File: config.mk
export PLATFORM = sky130hd
export DESIGN_NAME = time_set_controller_flat
export DESIGN_NICKNAME = d
export VERILOG_FILES = /design/src/rtl/time_set_controller_if.sv /design/src/rtl/time_set_controller.sv /design/src/flat_wrapper.sv
export SDC_FILE = /design/constraint.sdc
export NUM_CORES = 1
export LEC_CHECK = 0
export ABC_AREA = 1
export BUFFER_PORTS_ARGS = -buffer_cell sky130_fd_sc_hd__buf_2
export CELL_PAD_IN_SITES_DETAIL_PLACEMENT = 1
export CELL_PAD_IN_SITES_GLOBAL_PLACEMENT = 1
export CORE_MARGIN = 4
export CORE_UTILIZATION = 30
export DETAILED_ROUTE_END_ITERATION = 10
export PLACE_DENSITY_LB_ADDON = 0.1
export SYNTH_ARGS = -nofsm -noshare
export SYNTH_HDL_FRONTEND = slang
export SYNTH_SLANG_ARGS = --single-unit
export TNS_END_PERCENT = 100
File: constraint.sdc
create_clock -name CLK -period 2.6 [get_ports CLK]
set_input_delay 0.52 -clock CLK [delete_from_list [all_inputs] [get_ports CLK]]
set_output_delay 0.52 -clock CLK [all_outputs]
set_load 0.03 [all_outputs]
File: src/rtl/time_set_controller_if.sv
// Time-load bus between the time-setting front end (master) and the 24-hour clock (slave).
// BCD layout on both time buses: {Ht,Ho,Mt,Mo,St,So}, Ht at [23:20].
interface time_set_controller_if;
    logic [23:0] Time_now;
    logic [23:0] Time_in;
    logic        Set_time;
    logic        Editing;
    logic [1:0]  Field_sel;

    modport master (
        input  Time_now,
        output Time_in,
        output Set_time,
        output Editing,
        output Field_sel
    );

    modport slave (
        output Time_now,
        input  Time_in,
        input  Set_time,
        input  Editing,
        input  Field_sel
    );
endinterface

File: src/rtl/time_set_controller.sv
// Button-driven time setter: debounces Mode/Inc/Dec, edits a BCD shadow of the live time
// field by field, then loads it into the clock with a one-cycle Set_time strobe.
module time_set_controller #(
    parameter int unsigned DEBOUNCE = 4
) (
    input  logic                          CLK,
    input  logic                          Reset,
    input  logic                          Mode_btn,
    input  logic                          Inc_btn,
    input  logic                          Dec_btn,
    time_set_controller_if.master         tbus
);

    localparam logic [7:0] CNT_LAST = 8'(DEBOUNCE - 1);

    typedef enum logic [2:0] {
        IDLE,
        EDIT_HR,
        EDIT_MIN,
        EDIT_SEC,
        COMMIT
    } state_t;

    // Bit 0 = Mode, bit 1 = Inc, bit 2 = Dec.
    logic [2:0] raw;
    logic [2:0] sync1, sync2, deb, deb_d;
    logic [7:0] cnt [3];
    logic [2:0] press;

    state_t      state_q, state_d;
    logic [23:0] shadow_q, shadow_d;

    logic mode_p, inc_p, dec_p, step;

    assign raw = {Dec_btn, Inc_btn, Mode_btn};

    always_ff @(posedge CLK or posedge Reset) begin
        if (Reset) begin
            sync1 <= '0;
            sync2 <= '0;
            deb   <= '0;
            deb_d <= '0;
            for (int unsigned b = 0; b < 3; b++) cnt[b] <= '0;
        end else begin
            sync1 <= raw;
            sync2 <= sync1;
            deb_d <= deb;
            for (int unsigned b = 0; b < 3; b++) begin
                if (sync2[b] == deb[b]) begin
                    cnt[b] <= '0;
                end else if (cnt[b] == CNT_LAST) begin
                    deb[b] <= sync2[b];
                    cnt[b] <= '0;
                end else begin
                    cnt[b] <= cnt[b] + 8'd1;
                end
            end
        end
    end

    assign press  = deb & ~deb_d;
    assign mode_p = press[0];
    assign inc_p  = press[1];
    assign dec_p  = press[2];
    // Inc and Dec landing together cancel out.
    assign step   = inc_p ^ dec_p;

    // Wrap-around BCD step; a field holding a non-decimal or out-of-range value resyncs to
    // 00 on Inc and to the maximum on Dec.
    function automatic logic [7:0] adjust(input logic [7:0] f, input logic [7:0] max_v,
                                          input logic [7:0] max_bcd, input logic up);
        logic [3:0] t, o;
        logic [7:0] v;
        logic       bad;
        t   = f[7:4];
        o   = f[3:0];
        v   = {4'd0, t} * 8'd10 + {4'd0, o};
        bad = (o > 4'd9) || (v > max_v);
        if (up) begin
            if (bad || v == max_v) adjust = 8'h00;
            else if (o == 4'd9)    adjust = {t + 4'd1, 4'd0};
            else                   adjust = {t, o + 4'd1};
        end else begin
            if (bad || v == 8'd0)  adjust = max_bcd;
            else if (o == 4'd0)    adjust = {t - 4'd1, 4'd9};
            else                   adjust = {t, o - 4'd1};
        end
    endfunction

    always_ff @(posedge CLK or posedge Reset) begin
        if (Reset) begin
            state_q  <= IDLE;
            shadow_q <= '0;
        end else begin
            state_q  <= state_d;
            shadow_q <= shadow_d;
        end
    end

    always_comb begin
        state_d  = state_q;
        shadow_d = shadow_q;
        unique case (state_q)
            IDLE: begin
                if (mode_p) begin
                    state_d  = EDIT_HR;
                    shadow_d = tbus.Time_now;
                end
            end
            EDIT_HR: begin
                if (mode_p)    state_d = EDIT_MIN;
                else if (step) shadow_d[23:16] = adjust(shadow_q[23:16], 8'd23, 8'h23, inc_p);
            end
            EDIT_MIN: begin
                if (mode_p)    state_d = EDIT_SEC;
                else if (step) shadow_d[15:8] = adjust(shadow_q[15:8], 8'd59, 8'h59, inc_p);
            end
            EDIT_SEC: begin
                if (mode_p)    state_d = COMMIT;
                else if (step) shadow_d[7:0] = adjust(shadow_q[7:0], 8'd59, 8'h59, inc_p);
            end
            COMMIT:  state_d = IDLE;
            default: state_d = IDLE;
        endcase
    end

    // Outputs decode straight from registered state, so reset clears them asynchronously.
    always_comb begin
        tbus.Editing   = 1'b0;
        tbus.Field_sel = 2'b00;
        tbus.Set_time  = 1'b0;
        unique case (state_q)
            EDIT_HR:  begin tbus.Editing = 1'b1; tbus.Field_sel = 2'b01; end
            EDIT_MIN: begin tbus.Editing = 1'b1; tbus.Field_sel = 2'b10; end
            EDIT_SEC: begin tbus.Editing = 1'b1; tbus.Field_sel = 2'b11; end
            COMMIT:   tbus.Set_time = 1'b1;
            default:  ;
        endcase
    end

    assign tbus.Time_in = shadow_q;

endmodule

File: src/flat_wrapper.sv
// flat-port wrapper written by rule: the top's interface ports become plain ports
module time_set_controller_flat 
#(
    parameter int unsigned DEBOUNCE = 4
)
  (CLK, Reset, Mode_btn, Inc_btn, Dec_btn, tbus_Time_now, tbus_Time_in, tbus_Set_time, tbus_Editing, tbus_Field_sel);
  time_set_controller_if tbus_i ();
  input  logic CLK;
  input  logic Reset;
  input  logic Mode_btn;
  input  logic Inc_btn;
  input  logic Dec_btn;
  input wire logic [$bits(tbus_i.Time_now)-1:0] tbus_Time_now;
  output wire logic [$bits(tbus_i.Time_in)-1:0] tbus_Time_in;
  output wire logic [$bits(tbus_i.Set_time)-1:0] tbus_Set_time;
  output wire logic [$bits(tbus_i.Editing)-1:0] tbus_Editing;
  output wire logic [$bits(tbus_i.Field_sel)-1:0] tbus_Field_sel;
  assign tbus_i.Time_now = tbus_Time_now;
  assign tbus_Time_in = tbus_i.Time_in;
  assign tbus_Set_time = tbus_i.Set_time;
  assign tbus_Editing = tbus_i.Editing;
  assign tbus_Field_sel = tbus_i.Field_sel;
  time_set_controller #(.DEBOUNCE(DEBOUNCE)) u_core (.CLK(CLK), .Reset(Reset), .Mode_btn(Mode_btn), .Inc_btn(Inc_btn), .Dec_btn(Dec_btn), .tbus(tbus_i));
endmodule
==> flow_summary_export.csv, run 1 <==
group,metric,value,unit
synthesis,synthSimpleGateAreaFrac,41.5,%
cts,clk_pin_slew_worst_paths,0.06,ns
die,initial_core_util,31.1,%
sta,setup_ws,-0.166,ns
die,ios,57,
status,failed_checks,"setup timing",
sta,fmax,361,MHz
setup_path,r2r_cells,17,
die,dieHeight,140,µm
final_layout,areaGrowthSynthToFinish,30.1,%
final_layout,finalNonFillerCells,1119,
cts,h-tree-depth,3,
synthesis,synth-adder-area-share,9.48,%
setup_path,reg2reg_from,"u_core.tbus.Time_in[15]",
min_path,holdCritPathClass,"in2async",
synthesis,synth-edff-count,0,
drt,drcViolationCount,0,
cts,cts_tree,"yes",
setup_path,regToRegEndpoint,"u_core.tbus.Time_in[15]",
setup_path,path_class,"reg2reg",
place,port-buffer-count,56,
synthesis,ys_seq_area_share,30.2,%
global_route,grtUsageTotal,17.3,%
place,dp.cells,1094,
cts,clk_latency,0.34,ns
drt,dr.first_iter.drc_count,125,
global_route,first_global_vias,5870,
drt,vias_per_cell,4.81,
final_layout,drive_above_1_share,27.0,%
global_route,grt_first_pass_wirelength,28200,µm
synthesis,netlist_top_cells_count,"nand2_1, nor2_1, inv_1",
synthesis,ys_seq_elements,63,
final_layout,diodes,0,
global_route,grt_antenna_before_repair,0,
synthesis,synth_area_leader_cell,"dfrtp_1",
synthesis,synth_top_family_by_area,"simple AND/OR/NAND/NOR gates",
sta,finalHoldViolCount,0,
synthesis,synthArstFlopShare,100,%
cts,cts_inserted_buffers,9,
setup_path,timing.reg2reg.setup_slack,-0.17,ns
synthesis,avgSynthCellArea,6.71,µm²
synthesis,yosys.cell_types.count,38,
cts,cts_root_buf,"clkbuf_16",
global_route,grt_max_degree,64,
setup_path,crit_path_max_fanout,5,
sta,tightest_slew,0.511,ns
global_route,grt_overflow_total,0,
sta,fin_crit,2.77,ns
place,dp_worst_setup_slack,-0.222,ns
die,core,0.0168,mm²
synthesis,synth-compound-area-share,6.06,%
sta,finalClockSkew,0.00833,ns
synthesis,ys_warn_count,0,
cts,clockBufferDepth,2,
synthesis,yosysMostFrequentCell,"nand2_1",
drt,via_count,5383,
final_layout,fin_util,40.4,%
sta,relSlewSlack,65.9,%
place,gp_congestion,0.782,
synthesis,netlist_top_cells_area,"dfrtp_1, nand2_1, nor2_1",
sta,setup_viol,19,
synthesis,syn_nets,844,
synthesis,synthCells,779,
place,dp_hpwl,12900,µm
synthesis,syn_area,0.00523,mm²
status,status,"complete, but fails checks",
die,die-area,0.0196,mm²
drt,first_pass_iters,4,
setup_path,endpoint_kind,"register",
synthesis,synth.area.mux_share,0,%
sta,fin_crit_sh,106,%
drt,wl_per_cell,14.7,µm
die,die_w,140,µm
drt,ant_nets,0,
sta,slew_violations,0,
synthesis,synthFlopType,"dfrtp_1",
sta,fin_tns_setup,-2.06,ns
synthesis,synth_top_area_share,30.2,%
die,rows,47,
drt,wl,16500,µm
sta,rsz0062_at_grt,"true",
setup_path,start_kind,"register",
setup_path,cp.arrival,3.04,ns
synthesis,synth_xor_area_share,3.86,%
flow_run,max-cap-violations,0,
final_layout,finalNetCount,959,
setup_path,required,2.88,ns
cts,cts.sinks,63,
==> stage by stage <==
stage,hold slack (ns),instance area (µm²)
final,0.245,6800
after global routing,0.267,6800
after CTS,0.260,6660
after detailed placement,0.336,6220
after global placement,0.334,6220
after floorplan,0.331,5340
==> state kept, by name (all words and copies together) (netlist names) <==
signal,cells
u_core.deb_d,3
u_core.cnt,24
u_core.deb,3
u_core.state_q,3
u_core.tbus.Time_in,24
u_core.sync1,3
u_core.sync2,3
==> critical path, cell delays in order, from the launching register on <==
cell and delay [ns]:
dfrtp_2 0.42, ha_4 0.26, ha_4 0.15, fa_2 0.56, nand2_1 0.06, nor2_1 0.08
nand2_1 0.07, nand2_1 0.07, nand2_1 0.06, nand2_2 0.07, nand3_2 0.08, nor2_4 0.17
nand2_4 0.10, nor2_4 0.20, nand2_1 0.10, nand3_1 0.08, nand3_1 0.08, nand2_1 0.08
==> cell families (layout without fill, tap and decap cells) <==
| logic type | after synthesis | after routing |
|---|---|---|
| buffers and inverters | 124 | 244 |
| adders and majority gates | 36 | 36 |
| AOI/OAI and AO/OA | 57 | 57 |
| and+or+nand+nor | 476 | 476 |
| DFF | 63 | 63 |
| xor gates and xnor gates | 23 | 23 |
==> cell usage in the layout, fill, tap and decap left out, types with 3 or more instances in the layout <==
| master | count |
|---|---|
| dfrtp_2 | 12 |
| o21ai_1 | 8 |
| ha_2 | 4 |
| buf_6 | 3 |
| a21oi_1 | 24 |
| nand3b_1 | 8 |
| buf_2 | 56 |
| nand3_2 | 11 |
| o21ai_0 | 13 |
| nand4_1 | 17 |
| nor2_1 | 98 |
| inv_2 | 12 |
| nor4_1 | 3 |
| nor2_2 | 10 |
| clkbuf_16 | 9 |
| xnor2_1 | 5 |
| nor2_4 | 11 |
| nand3_4 | 3 |
| ha_4 | 6 |
| nand2_2 | 24 |
| nand3_1 | 70 |
| nor3_1 | 19 |
| buf_4 | 51 |
| inv_1 | 102 |
| xor2_1 | 18 |
| nand2_1 | 189 |
| ha_1 | 20 |
| fa_2 | 4 |
| o21a_1 | 3 |
| a21oi_2 | 4 |
| or2_2 | 6 |
| dfrtp_1 | 51 |
==> what timing repair did <==
item                                    4_1_cts  5_1_grt
pin swaps                                    27       28
endpoints found under the setup margin       23       24
resized for setup                            19       41
hold buffers                                  0        0
buffers inserted                              6        3
==> how the worst max path moves through the flow <==
stage | from | endpoint | slack (ns) | depth (start not counted)
CTS | u_core.tbus.Time_in[15] | u_core.tbus.Time_in[15] | -0.14 | 17
finish | u_core.tbus.Time_in[15] | u_core.tbus.Time_in[15] | -0.17 | 17
floorplan | u_core.tbus.Time_in[15] | u_core.tbus.Time_in[14] | -0.1 | 17
global placement | u_core.tbus.Time_in[15] | u_core.tbus.Time_in[15] | -0.15 | 17
global route | u_core.tbus.Time_in[21] | u_core.tbus.Time_in[22] | -0.34 | 16
detailed placement | u_core.tbus.Time_in[15] | u_core.tbus.Time_in[15] | -0.22 | 17
==> metal layers <==
metal / wire length [µm] / vias to the layer above / global-route usage (%)
met4: 172 / 0 / 3.82
li1: - / 2713 / -
met5: 0 / - / 0
met3: 337 / 14 / 3.20
met2: 8400 / 48 / 30.9
met1: 7560 / 2608 / 21.8
==> cell type report <==
class	count	area, µm²
fillers	2160	10000
clock buffers	10	229
flip-flops and latches	63	1590
clock inverters	6	93.8
repair buffers	111	717
well taps	220	275
multi-input cells	592	3450
inverters	117	443
Power of run 1 is left out: the tool's default activity adds up to more than one toggle a clock period on the data nets, which glitch-free logic cannot reach.
==> run 2, diff against run 1 <==
SKIP_LAST_GASP = 1   (was not set)
==> flow_summary_export.csv, run 2 (synthesis gave the netlist of run 1 again) <==
group,metric,value,unit
status,status,"complete, but fails checks",
status,failed_checks,"setup timing",
setup_path,reg2reg_from,"u_core.tbus.Time_in[21]",
drt,vias_per_cell,4.81,
min_path,holdCritPathClass,"in2async",
die,core,0.0168,mm²
sta,tightest_slew,0.501,ns
setup_path,endpoint_kind,"register",
global_route,grt_antenna_before_repair,0,
sta,hold_ws,0.245,ns
setup_path,start_kind,"register",
place,dp.cells,1094,
die,die-area,0.0196,mm²
setup_path,crit_path_max_fanout,4,
place,placed_area,0.00622,mm²
sta,finalClockSkew,0.00866,ns
final_layout,finalNetCount,959,
flow_run,max-cap-violations,0,
drt,dr_wl_met2,8420,µm
die,dieHeight,140,µm
final_layout,diodes,0,
final_layout,final_cell_mix,"nand2_1, inv_1, nor2_1",
sta,setup_viol,20,
drt,wl,16500,µm
drt,drcViolationCount,0,
final_layout,final_area,0.00678,mm²
die,ios,57,
final_layout,drive_above_1_share,26.4,%
cts,cts.sinks,63,
place,port-buffer-count,56,
setup_path,regToRegEndpoint,"u_core.tbus.Time_in[18]",
setup_path,timing.reg2reg.setup_slack,-0.17,ns
cts,clockBufferDepth,2,
global_route,grt_overflow_total,0,
final_layout,mostFrequentLayoutCell,"nand2_1",
drt,top_layer,"met4",
final_layout,finalNonFillerCells,1119,
place,gp_congestion,0.782,
setup_path,required,2.86,ns
cts,hold_buffers,0,
sta,fin_crit_sh,106,%
sta,slew_violations,0,
setup_path,cp.arrival,3.03,ns
cts,cts_tree,"yes",
die,rows,47,
die,die_w,140,µm
sta,fin_crit,2.77,ns
sta,finalHoldViolCount,0,
drt,met3WireLength,370,µm
sta,fin_tns_setup,-2.07,ns
drt,first_pass_iters,4,
setup_path,path_class,"reg2reg",
drt,via_count,5379,
sta,fmax,361,MHz
setup_path,r2r_cells,16,
global_route,first_global_vias,5861,
drt,ant_nets,0,
global_route,grt_first_pass_wirelength,28200,µm
global_route,grtUsageTotal,17.3,%
sta,setup_ws,-0.167,ns
drt,dr.first_iter.drc_count,125,
place,dp_hpwl,12900,µm
global_route,grt_max_degree,64,
cts,cts_root_buf,"clkbuf_16",
cts,clk_latency,0.35,ns
drt,wl_met1,7500,µm
drt,wl_per_cell,14.7,µm
die,initial_core_util,31.1,%
sta,relSlewSlack,66.6,%
cts,clk_pin_slew_worst_paths,0.06,ns
cts,cts_inserted_buffers,9,
final_layout,areaGrowthSynthToFinish,29.7,%
setup_path,startpoint,"u_core.tbus.Time_in[21]",
cts,h-tree-depth,3,
sta,rsz0062_at_grt,"true",
[run 2: cell counts in the layout (fill, tap and decap cells not counted)]
Identical to the previous run, type by type.
[run 2: timing repair]
item                                    4_1_cts  5_1_grt
buffers inserted                              6        3
pin swaps                                    27       28
endpoints found under the setup margin       23       24
resized for setup                            17       37
[run 2: worst max path at each step]
stage	depth (start not counted)	slack [ns]	to
6_report	16	-0.17	u_core.tbus.Time_in[18]
5_1_grt	16	-0.34	u_core.tbus.Time_in[22]
4_1_cts	17	-0.14	u_core.tbus.Time_in[15]
3_5_place_dp	17	-0.22	u_core.tbus.Time_in[15]
3_3_place_gp	17	-0.15	u_core.tbus.Time_in[15]
2_1_floorplan	17	-0.1	u_core.tbus.Time_in[14]
[run 2: cell type report]
type | count | area [µm²]
clock buffer | 10 | 229
clock inverter | 6 | 93.8
fill | 2158 | 10000
inverter | 117 | 443
multi-input combinational | 592 | 3430
sequential | 63 | 1590
tap | 220 | 275
timing repair buffer | 111 | 717
[run 2: metal layers]
metal	global-route usage [%]	vias up
met4	3.82	0
met2	30.8	51
met5	0	-
met3	3.20	14
li1	-	2715
met1	21.8	2599
[run 2: metrics by stage]
step | setup slack (ns) | util (%)
after CTS | -0.135 | 39.6
after floorplan | -0.0997 | -
final | -0.167 | 40.3
after global routing | -0.338 | 40.3
after detailed placement | -0.222 | 37.0
after global placement | -0.153 | 37.0
[run 2: worst max-delay path: stages, from the launching register on]
cell and delay [ns]:
dfrtp_2 0.42, ha_4 0.25, ha_4 0.15, fa_2 0.57
nand2_2 0.07, nor2_2 0.10, nand2_1 0.08, nand3_2 0.07
nand2_2 0.08, nor2_4 0.16, nand4_1 0.16, nor2_2 0.15
buf_4 0.13, nand2_1 0.05, nand3_1 0.09, nand2_1 0.06
o21ai_1 0.08
Power of run 2 is left out for the same reason.
